`src/rtl/qupls_rf_read_arbiter_if.sv`:
```
// ---------------------------------------------------------------------------
// qupls_rf_read_arbiter_if
// Groups the operand-read requester bus and the register-file read-port bus
// of the register-file read arbiter.
//
//   req_i      [NREQ]           per-requester read request, held until granted
//   regno_i    [NREQ][7]        architectural register (regx + 6b) per requester
//   gnt_o      [NREQ]           one-cycle grant pulse
//   rf_stall_i                  register file unavailable this cycle
//   rf_ra_o    [NPORT][7]       read address per register-file port
//   rf_rd_i    [NPORT][DW]      read data, one cycle after the address
//   rdata_o    [NREQ][DW]       returned operand per requester
//   rvalid_o   [NREQ]           rdata_o valid pulse
//
// Modports: master = requester/register-file side, slave = arbiter.
// ---------------------------------------------------------------------------
interface qupls_rf_read_arbiter_if #(
  parameter int NREQ  = 4,
  parameter int NPORT = 2,
  parameter int DW    = 64
);
  logic [NREQ-1:0]           req_i;
  logic [NREQ-1:0][6:0]      regno_i;
  logic [NREQ-1:0]           gnt_o;
  logic                      rf_stall_i;
  logic [NPORT-1:0][6:0]     rf_ra_o;
  logic [NPORT-1:0][DW-1:0]  rf_rd_i;
  logic [NREQ-1:0][DW-1:0]   rdata_o;
  logic [NREQ-1:0]           rvalid_o;

  modport master (
    output req_i, regno_i, rf_stall_i, rf_rd_i,
    input  gnt_o, rf_ra_o, rdata_o, rvalid_o
  );

  modport slave (
    input  req_i, regno_i, rf_stall_i, rf_rd_i,
    output gnt_o, rf_ra_o, rdata_o, rvalid_o
  );
endinterface

```
`src/rtl/qupls_rf_read_arbiter.sv`:
```
// ---------------------------------------------------------------------------
// qupls_rf_read_arbiter
// Shares NPORT register-file read ports among NREQ operand-read requesters.
// Each cycle the requesters are scanned round-robin starting at pointer rr;
// the k-th granted nonzero register takes port k. Register 0 is granted
// without a port and returns zero. Data comes back exactly one cycle after
// the grant through a registered grant-to-port map.
//
// Ports:
//   clk   rising-edge clock
//   rst   asynchronous active-high reset
//   bus   qupls_rf_read_arbiter_if.slave (request, grant, RF port, return)
//
// Configuration macro:
//   QUPLS_RFARB_DEDUP_EN  when defined, requesters naming the same nonzero
//                         register in one cycle share a single port.
// ---------------------------------------------------------------------------
module qupls_rf_read_arbiter #(
  parameter int NREQ  = 4,
  parameter int NPORT = 2,
  parameter int DW    = 64
) (
  input  logic                         clk,
  input  logic                         rst,
  qupls_rf_read_arbiter_if.slave       bus
);

  localparam int RW = (NREQ  > 1) ? $clog2(NREQ)  : 1;
  localparam int PW = (NPORT > 1) ? $clog2(NPORT) : 1;

  logic [RW-1:0]             rr_r;
  logic [RW-1:0]             rr_nxt_s;
  logic [NREQ-1:0]           gnt_s;
  logic [NREQ-1:0]           zero_s;
  logic [NREQ-1:0][PW-1:0]   port_of_s;
  logic [NPORT-1:0][6:0]     ra_s;

  logic [NREQ-1:0]           pend_valid_r;
  logic [NREQ-1:0]           pend_zero_r;
  logic [NREQ-1:0][PW-1:0]   pend_port_r;
  logic [NREQ-1:0][DW-1:0]   hold_r;
  logic [NREQ-1:0][DW-1:0]   ret_s;
  logic [NREQ-1:0][DW-1:0]   rdata_s;

  int                        idx_s;
  int                        used_s;
  logic                      hit_s;

  // Round-robin scan: grant requests, allocate ports, compute next rr.
  always_comb begin
    gnt_s     = '0;
    zero_s    = '0;
    port_of_s = '0;
    ra_s      = '0;
    rr_nxt_s  = rr_r;
    idx_s     = 0;
    used_s    = 0;
    hit_s     = 1'b0;
    if (!rst && !bus.rf_stall_i) begin
      for (int k = 0; k < NREQ; k++) begin
        idx_s = (int'(rr_r) + k) % NREQ;
        hit_s = 1'b0;
        if (bus.req_i[idx_s]) begin
          if (bus.regno_i[idx_s] == 7'd0) begin
            // Register 0 reads as zero and never needs a port.
            gnt_s[idx_s]  = 1'b1;
            zero_s[idx_s] = 1'b1;
          end else begin
`ifdef QUPLS_RFARB_DEDUP_EN
            // Piggy-back on a port already reading the same register;
            // such a grant does not move rr.
            for (int p = 0; p < NPORT; p++) begin
              if (!hit_s && (p < used_s) && (ra_s[p] == bus.regno_i[idx_s])) begin
                hit_s            = 1'b1;
                gnt_s[idx_s]     = 1'b1;
                port_of_s[idx_s] = PW'(p);
              end else begin
                hit_s = hit_s;
              end
            end
`endif
            if (!hit_s && (used_s < NPORT)) begin
              ra_s[used_s]     = bus.regno_i[idx_s];
              port_of_s[idx_s] = PW'(used_s);
              gnt_s[idx_s]     = 1'b1;
              rr_nxt_s         = RW'((idx_s + 1) % NREQ);
              used_s           = used_s + 1;
            end else begin
              used_s = used_s;
            end
          end
        end else begin
          hit_s = 1'b0;
        end
      end
    end else begin
      rr_nxt_s = rr_r;
    end
  end

  // Select the returned operand from the port captured at grant time.
  always_comb begin
    ret_s   = '0;
    rdata_s = '0;
    for (int n = 0; n < NREQ; n++) begin
      if (pend_zero_r[n]) begin
        ret_s[n] = '0;
      end else begin
        ret_s[n] = bus.rf_rd_i[pend_port_r[n]];
      end
      // Outside a return pulse the last delivered operand is held.
      if (pend_valid_r[n]) begin
        rdata_s[n] = ret_s[n];
      end else begin
        rdata_s[n] = hold_r[n];
      end
    end
  end

  // Pointer, pending grant map and held return data.
  always_ff @(posedge clk or posedge rst) begin
    if (rst) begin
      rr_r         <= '0;
      pend_valid_r <= '0;
      pend_zero_r  <= '0;
      pend_port_r  <= '0;
      hold_r       <= '0;
    end else begin
      rr_r         <= rr_nxt_s;
      pend_valid_r <= gnt_s;
      pend_zero_r  <= zero_s;
      pend_port_r  <= port_of_s;
      for (int n = 0; n < NREQ; n++) begin
        if (pend_valid_r[n]) begin
          hold_r[n] <= ret_s[n];
        end else begin
          hold_r[n] <= hold_r[n];
        end
      end
    end
  end

  assign bus.gnt_o    = gnt_s;
  assign bus.rf_ra_o  = ra_s;
  assign bus.rvalid_o = pend_valid_r;
  assign bus.rdata_o  = rdata_s;

endmodule

```
`src/flat_wrapper.sv`:
```
// flat-port wrapper written by rule: the top's interface ports become plain ports
module qupls_rf_read_arbiter_flat 
#(
  parameter int NREQ  = 4,
  parameter int NPORT = 2,
  parameter int DW    = 64
)
  (clk, rst, bus_req_i, bus_regno_i, bus_rf_stall_i, bus_rf_rd_i, bus_gnt_o, bus_rf_ra_o, bus_rdata_o, bus_rvalid_o);
  qupls_rf_read_arbiter_if #(.NREQ(NREQ), .NPORT(NPORT), .DW(DW)) bus_i ();
  input  logic clk;
  input  logic rst;
  input wire logic [$bits(bus_i.req_i)-1:0] bus_req_i;
  input wire logic [$bits(bus_i.regno_i)-1:0] bus_regno_i;
  input wire logic [$bits(bus_i.rf_stall_i)-1:0] bus_rf_stall_i;
  input wire logic [$bits(bus_i.rf_rd_i)-1:0] bus_rf_rd_i;
  output wire logic [$bits(bus_i.gnt_o)-1:0] bus_gnt_o;
  output wire logic [$bits(bus_i.rf_ra_o)-1:0] bus_rf_ra_o;
  output wire logic [$bits(bus_i.rdata_o)-1:0] bus_rdata_o;
  output wire logic [$bits(bus_i.rvalid_o)-1:0] bus_rvalid_o;
  assign bus_i.req_i = bus_req_i;
  assign bus_i.regno_i = bus_regno_i;
  assign bus_i.rf_stall_i = bus_rf_stall_i;
  assign bus_i.rf_rd_i = bus_rf_rd_i;
  assign bus_gnt_o = bus_i.gnt_o;
  assign bus_rf_ra_o = bus_i.rf_ra_o;
  assign bus_rdata_o = bus_i.rdata_o;
  assign bus_rvalid_o = bus_i.rvalid_o;
  qupls_rf_read_arbiter #(.NREQ(NREQ), .NPORT(NPORT), .DW(DW)) u_core (.clk(clk), .rst(rst), .bus(bus_i));
endmodule
```
`config.mk`:
```
export PLATFORM = sky130hd
export DESIGN_NAME = qupls_rf_read_arbiter_flat
export DESIGN_NICKNAME = d
export VERILOG_FILES = /design/src/rtl/qupls_rf_read_arbiter_if.sv /design/src/rtl/qupls_rf_read_arbiter.sv /design/src/flat_wrapper.sv
export SDC_FILE = /design/constraint.sdc
export NUM_CORES = 1
export LEC_CHECK = 0
export ABC_AREA = 1
export CAP_MARGIN = 0
export CORE_AREA = 2 2 161 195
export DETAILED_ROUTE_END_ITERATION = 7
export DIE_AREA = 0 0 163 197
export GPL_TIMING_DRIVEN = 0
export PLACE_DENSITY = 0.76
export SETUP_SLACK_MARGIN = 0.15
export SYNTH_ARGS = -nofsm -noshare
export SYNTH_HDL_FRONTEND = slang
export SYNTH_SLANG_ARGS = --single-unit
```
`constraint.sdc`:
```
create_clock -name clk -period 9.75 [get_ports clk]
set_input_delay 1.4625 -clock clk [delete_from_list [all_inputs] [get_ports clk]]
set_output_delay 1.4625 -clock clk [all_outputs]
set_load 0.05 [all_outputs]
```
; Word level (Yosys, flattened, before mapping)
; Cells that the tools add are included.
[op_classes]
muxes = 134
n_addsub = 8
reduce_logical = 17
bitwise_logic = 9
n_lt_le_gt_ge = 21
[ops]
columns = cell, n
row1 = 64-bit two-way mux, 16
row2 = 32-bit two-way mux, 10
row3 = 32-bit by 3-bit < comparator with 1-bit output (second input constant), 6
row4 = 14-bit two-way mux, 12
row5 = 4-bit two-way mux, 39
row6 = 32-bit by 1-bit greater-or-equal comparator with 1-bit output (second input constant), 3
row7 = 7-bit two-way mux, 13
row8 = 32-bit by 2-bit adder with 32-bit output (second input constant), 2
row9 = 7-bit binary-select mux with 2-bit select, 4
row10 = 14-bit bitwise mux, 3
row11 = 7-bit logical NOT, 4
row12 = 4-bit bitwise OR, 6
row13 = 2-bit two-way mux, 11
row14 = 7-bit demux with 1-bit select, 3
row15 = 4-bit bitwise mux, 3
row16 = 3-bit by 4-bit < comparator with 1-bit output (second input constant), 3
row17 = 1-bit two-way mux, 12
row18 = 2-bit adder (second input constant), 5
row19 = 3-bit by 1-bit greater-or-equal comparator with 1-bit output (second input constant), 3
row20 = 1-bit binary-select mux with 2-bit select, 4
row21 = 1-bit demux with 2-bit select, 4
row22 = 1-bit logical AND, 8
row23 = 1-bit by 2-bit < comparator with 1-bit output (second input constant), 4
row24 = 2-bit OR reduction, 3
row25 = 5 further kinds, 8
[totals]
ff_bits = 270
inputBits = 163

; Logic depth before layout (Yosys ltp)
[logic_depth]
word_depth = 25
mapped_depth = 25

; Worst setup path before layout
; OpenSTA, ideal clock, no wires.
[synth_path]
kind = input to output
from = input port bus_regno_i[27]
to = output port bus_rf_ra_o[10]
required_time_ns = 8.287
stages = 21
arrival_time_ns = 4.510
setup_slack_ns = 3.778
cell_sequence = nand2_1 > nand3_1 > and2_1 > nor2_1 > nand2_1 > nand2_1 > buf_4 > inv_1 > ha_1 > nand2_1 > nand2_2 > inv_1 > ha_1 > a21boi_1 > nand3_1 > a21oi_4 > nand2_1 > buf_4 > nand2_1 > nand2_1 > nor2_1
[synth_via]
elab_chain_len = 25
word_cells_on_any_way = 61
classes_between = add/sub (2) / order compare (9) / mux (43) / reduce/logical (7)
[synth_lines]
columns = item, line
row1 = "start, declared", flat_wrapper.sv:13  ; input wire logic [$bits(bus_i.regno_i)-1:0] bus_regno_i;
row2 = 7-bit binary-select mux with 2-bit select, qupls_rf_read_arbiter.sv:64  ; if (bus.regno_i[idx_s] == 7'd0) begin
row3 = 7-bit two-way mux (not written as such), qupls_rf_read_arbiter.sv:64
row4 = 7-bit logical NOT, qupls_rf_read_arbiter.sv:64
row5 = 1-bit two-way mux, qupls_rf_read_arbiter.sv:64
row6 = 32-bit two-way mux, qupls_rf_read_arbiter.sv:63  ; if (bus.req_i[idx_s]) begin
row7 = 32-bit two-way mux, qupls_rf_read_arbiter.sv:59  ; if (!rst && !bus.rf_stall_i) begin
row8 = 32-bit by 2-bit adder with 32-bit output (tied with other cells), qupls_rf_read_arbiter.sv:87  ; used_s = used_s + 1;
row9 = 32-bit two-way mux / 1-bit logical AND (equally long branches), "qupls_rf_read_arbiter.sv:82, qupls_rf_read_arbiter.sv:83"
row10 = (+9 left out), -
row11 = 1-bit logical AND (not written as such) / 14-bit two-way mux (equally long branches), "qupls_rf_read_arbiter.sv:83, qupls_rf_read_arbiter.sv:64"
row12 = 7-bit two-way mux (not written as such) / 14-bit two-way mux (equally long branches), "qupls_rf_read_arbiter.sv:83, qupls_rf_read_arbiter.sv:63"
row13 = 7-bit demux with 1-bit select / 14-bit two-way mux (equally long branches), -
row14 = 14-bit bitwise mux, qupls_rf_read_arbiter.sv:83  ; ra_s[used_s] = bus.regno_i[idx_s];
row15 = 14-bit two-way mux, qupls_rf_read_arbiter.sv:82  ; if (!hit_s && (used_s < NPORT)) begin
row16 = 14-bit two-way mux, qupls_rf_read_arbiter.sv:64
row17 = 14-bit two-way mux *, qupls_rf_read_arbiter.sv:63
row18 = 14-bit two-way mux *, qupls_rf_read_arbiter.sv:59
row19 = "end, declared", flat_wrapper.sv:17  ; output wire logic [$bits(bus_i.rf_ra_o)-1:0] bus_rf_ra_o;
; Mark *: on every way between the ends. The rest lies on a longest branch, timed or not. The select of a mux whose other input is x is not followed.

; Worst setup path in the final report
[layout_path]
from = register u_core.rr_r[0]
to = output port bus_rf_ra_o[11]
[layout_via]
elab_chain_len = 25
word_cells_on_any_way = 75
classes_between = add/sub (5) / order compare (9) / mux (54) / reduce/logical (7)
[layout_lines]
columns = item, line
row1 = "start, declared", qupls_rf_read_arbiter.sv:31  ; logic [RW-1:0] rr_r;
row2 = "start signal, assigned", qupls_rf_read_arbiter.sv:129  ; rr_r <= rr_nxt_s;
row3 = 7-bit binary-select mux with 2-bit select, qupls_rf_read_arbiter.sv:64
row4 = 7-bit two-way mux (not written as such), qupls_rf_read_arbiter.sv:64
row5 = 7-bit logical NOT, qupls_rf_read_arbiter.sv:64
row6 = 1-bit two-way mux, qupls_rf_read_arbiter.sv:64
row7 = 32-bit two-way mux, qupls_rf_read_arbiter.sv:63
row8 = 32-bit two-way mux, qupls_rf_read_arbiter.sv:59
row9 = 32-bit by 2-bit adder with 32-bit output (tied with other cells), qupls_rf_read_arbiter.sv:87
row10 = 32-bit two-way mux / 1-bit logical AND (equally long branches), "qupls_rf_read_arbiter.sv:82, qupls_rf_read_arbiter.sv:83"
row11 = (+9 left out), -
row12 = 1-bit logical AND (not written as such) / 14-bit two-way mux (equally long branches), "qupls_rf_read_arbiter.sv:83, qupls_rf_read_arbiter.sv:64"
row13 = 7-bit two-way mux (not written as such) / 14-bit two-way mux (equally long branches), "qupls_rf_read_arbiter.sv:83, qupls_rf_read_arbiter.sv:63"
row14 = 7-bit demux with 1-bit select / 14-bit two-way mux (equally long branches), -
row15 = 14-bit bitwise mux, qupls_rf_read_arbiter.sv:83
row16 = 14-bit two-way mux, qupls_rf_read_arbiter.sv:82
row17 = 14-bit two-way mux, qupls_rf_read_arbiter.sv:64
row18 = 14-bit two-way mux *, qupls_rf_read_arbiter.sv:63
row19 = 14-bit two-way mux *, qupls_rf_read_arbiter.sv:59
; Marked as above.

==> flow_summary.yaml <==
global_route:
  grt_pass1_vias: 15502
  overflow: 0
  grt_pass1_wl_um: 90000
  antenna_found_initial: 5
  grt_max_degree: 118
  track_usage_pct: 36.1
clock_tree:
  clockRootBuffer: "clkbuf_16"
  post_cts_resized: 0
  cts_max_level: 1
  cts_tree: "done"
  cts_post_setup_buffers_inserted: 0
  cts_buffer_depth: 3
  cts_sinks: 270
  clk_transition_reported_paths_ns: 0.07
  cts_hold_buf: 0
  clk-insertion-delay-late_ns: 0.56
  numCtsBuffers: 28
detailed_routing:
  final_antenna_net_count: 0
  drt_iter0_drc: 1282
  totalWireLength_um: 59200
  viasPerCell: 5.67
  dr.pass1.iters: 6
  avgRoutedWirePerCell_um: 21.1
  via_count: 15902
  drc_errors: 0
critical_path:
  cp.required_ns: 8.29
  arrival_ns: 6.11
  cp-end-kind: "primary output"
  start_kind: "flop"
  worstPathMaxFanout: 12
  critPathKind: "reg2out"
synthesis:
  synth_top_area_share_pct: 48.2
  synth_warnings: 0
  synth_flop_cell: "dfrtp_1"
  synth_edf_count: 0
  yosysUniqueCellTypes: 36
  synthCells: 1914
  yosysTopAreaCell: "dfrtp_1"
  synth_nets: 2087
  synth_seq_cells: 270
  ys_seq_area_share_pct: 48.2
  async_flop_share_pct: 100
  synthTopCellsByArea: "dfrtp_1, o21ai_0, nand2_1"
  avgSynthCellArea_um2: 7.33
  syn-cell-area_um2: 14000
finish:
  syn2layout_area_growth_pct: 41.9
  utilization_pct: 65.9
  layout.nets: 2559
  finalInstanceArea_um2: 19900
  drive_above_1_share_pct: 3.49
  final_cells: 2806
die:
  initial_utilization_pct: 46.4
  fp-row-count: 70
  die_y_um: 197
  die_w_um: 163
  die_area_um2: 32100
  ios: 441
  core-area_um2: 30200
placement:
  place.gp.congestion: 0.943
  dp_cells: 2752
  place_area_um2: 19000
  hpwl_um: 43800
  io_buffers: 440
timing:
  finalSetupViolCount: 0
  fin_setup_tns_ns: 0
  skew_ns: 0.0250
  rsz0062_at_grt: "false"
  period_needed_ns: 7.57
  slew_violations: 0
  worstMarginPinSlew_ns: 1.14
  max_freq_ghz: 0.132
  timing.final.crit_share_pct: 77.7
  hold_viol: 0
  slew_headroom_pct: 23.5
job:
  drv_cap: 0
status:
  status: "finished, final reports clean"
min_path:
  hold_class: "reg2reg"
## logic make-up (layout without fill, tap and decap cells)
| kind of cell | Yosys count | count (layout) | synth area share, % |
|---|---|---|---|
| AND/OR/NAND/NOR | 896 | 896 | 25.4 |
| AO/OA/AOI/OAI | 555 | 555 | 20.1 |
| flip-flops | 270 | 270 | 48.2 |
| buffers and inverters | 181 | 671 | 5.27 |
| adder cells (fa/ha/maj) | 10 | 10 | 0.892 |
| XOR/XNOR | 1 | 1 | 0.0624 |
| multiplexers | 1 | 1 | 0.0713 |
| other | 0 | 6 | 0 |
## final timing paths
check / endpoint / cells after the start / startpoint / slack, ns
max: bus_rf_ra_o[11] / 25 / u_core.rr_r[0] / 2.18
min: u_core.hold_r[204] / 2 / u_core.hold_r[204] / 0.49
max reg2reg: u_core.pend_port_r[0] / 24 / u_core.rr_r[0] / 4.96
min reg2reg: u_core.hold_r[204] / 2 / u_core.hold_r[204] / 0.49
max in group asynchronous: u_core.hold_r[71] / 4 / rst / 7.09
min in group asynchronous: u_core.hold_r[186] / 2 / rst / 1.33
## state kept, by name (all words and copies together), names as in the netlist
register / flops
u_core.bus.rvalid_o: 4
u_core.hold_r: 256
u_core.pend_port_r: 4
u_core.pend_zero_r: 4
u_core.rr_r: 2
## per-stage QoR
step,setup WS [ns],hold WS [ns]
after floorplan,0.849,0.822
after global placement,-2.84,0.461
after detailed placement,2.55,0.477
after CTS,2.21,0.497
after global routing,1.77,0.520
final,2.18,0.495
## critical path, cell delays in order (launching register included)
cell             delay (ns)
dfrtp_1                0.57
inv_2                  0.13
buf_4                  0.20
buf_6                  0.16
ha_1                   0.29
buf_2                  0.18
inv_2                  0.18
buf_2                  0.29
nand3_1                0.10
nand2_1                0.21
nand2_1                0.08
nor2_1                 0.15
nand2_1                0.20
ha_1                   0.33
nand2_1                0.10
nand2_2                0.12
inv_1                  0.12
ha_1                   0.14
a21boi_1               0.15
nand3_1                0.18
nand2_1                0.19
nand2_1                0.16
nor2_2                 0.23
nor2_1                 0.10
nor2_1                 0.14
clkdlybuf4s50_1        0.82
## synth_stat cells (8+ instances only)
library cell and count:
dfrtp_1 270, clkbuf_1 109, a21oi_1 10, o21ai_0 519, nand2_1 456, ha_1 10, inv_2 8, nand3_1 104
nor2_1 311, inv_1 43, o21ai_1 11
## cell type report
cell class              count  area [um2]
well taps                 396         495
diodes                      6        15.0
plain buffers             127         537
fillers                  2654       10300
multi-input cells        1463        6540
flip-flops and latches    270        6760
clock buffers              40         796
clock inverters             8         105
repair buffers            442        4460
inverters                  54         210
## placed cells by master (no fill, tap or decap), drive strengths merged
cell / n
buf: 20
xor2: 1
clkinv: 8
diode: 6
a31oi: 4
inv: 52
a41oi: 3
clkdlybuf4s50: 440
o21ai: 531
a21boi: 2
nand4: 3
and2: 3
dfrtp: 270
or2: 1
o22ai: 1
nor2: 315
ha: 10
mux2i: 1
nor3: 6
a21oi: 12
o21a: 2
nand2: 462
clkbuf: 149
nand3: 106
bufinv: 2
## metal layers
| layer | vias up | wire length, um | part of all wire, % | GRT usage (%) |
|---|---|---|---|---|
| li1 | 7284 | - | - | - |
| met1 | 7471 | 22400 | 38 | 45.0 |
| met2 | 958 | 28300 | 48 | 60.1 |
| met3 | 189 | 5260 | 8.9 | 6.69 |
| met4 | 0 | 3250 | 5.5 | 18.3 |
| met5 | - | 0 | 0 | 0 |
Power is left out: the tool's default activity adds up to more than one toggle a clock period on the data nets, which glitch-free logic cannot reach.
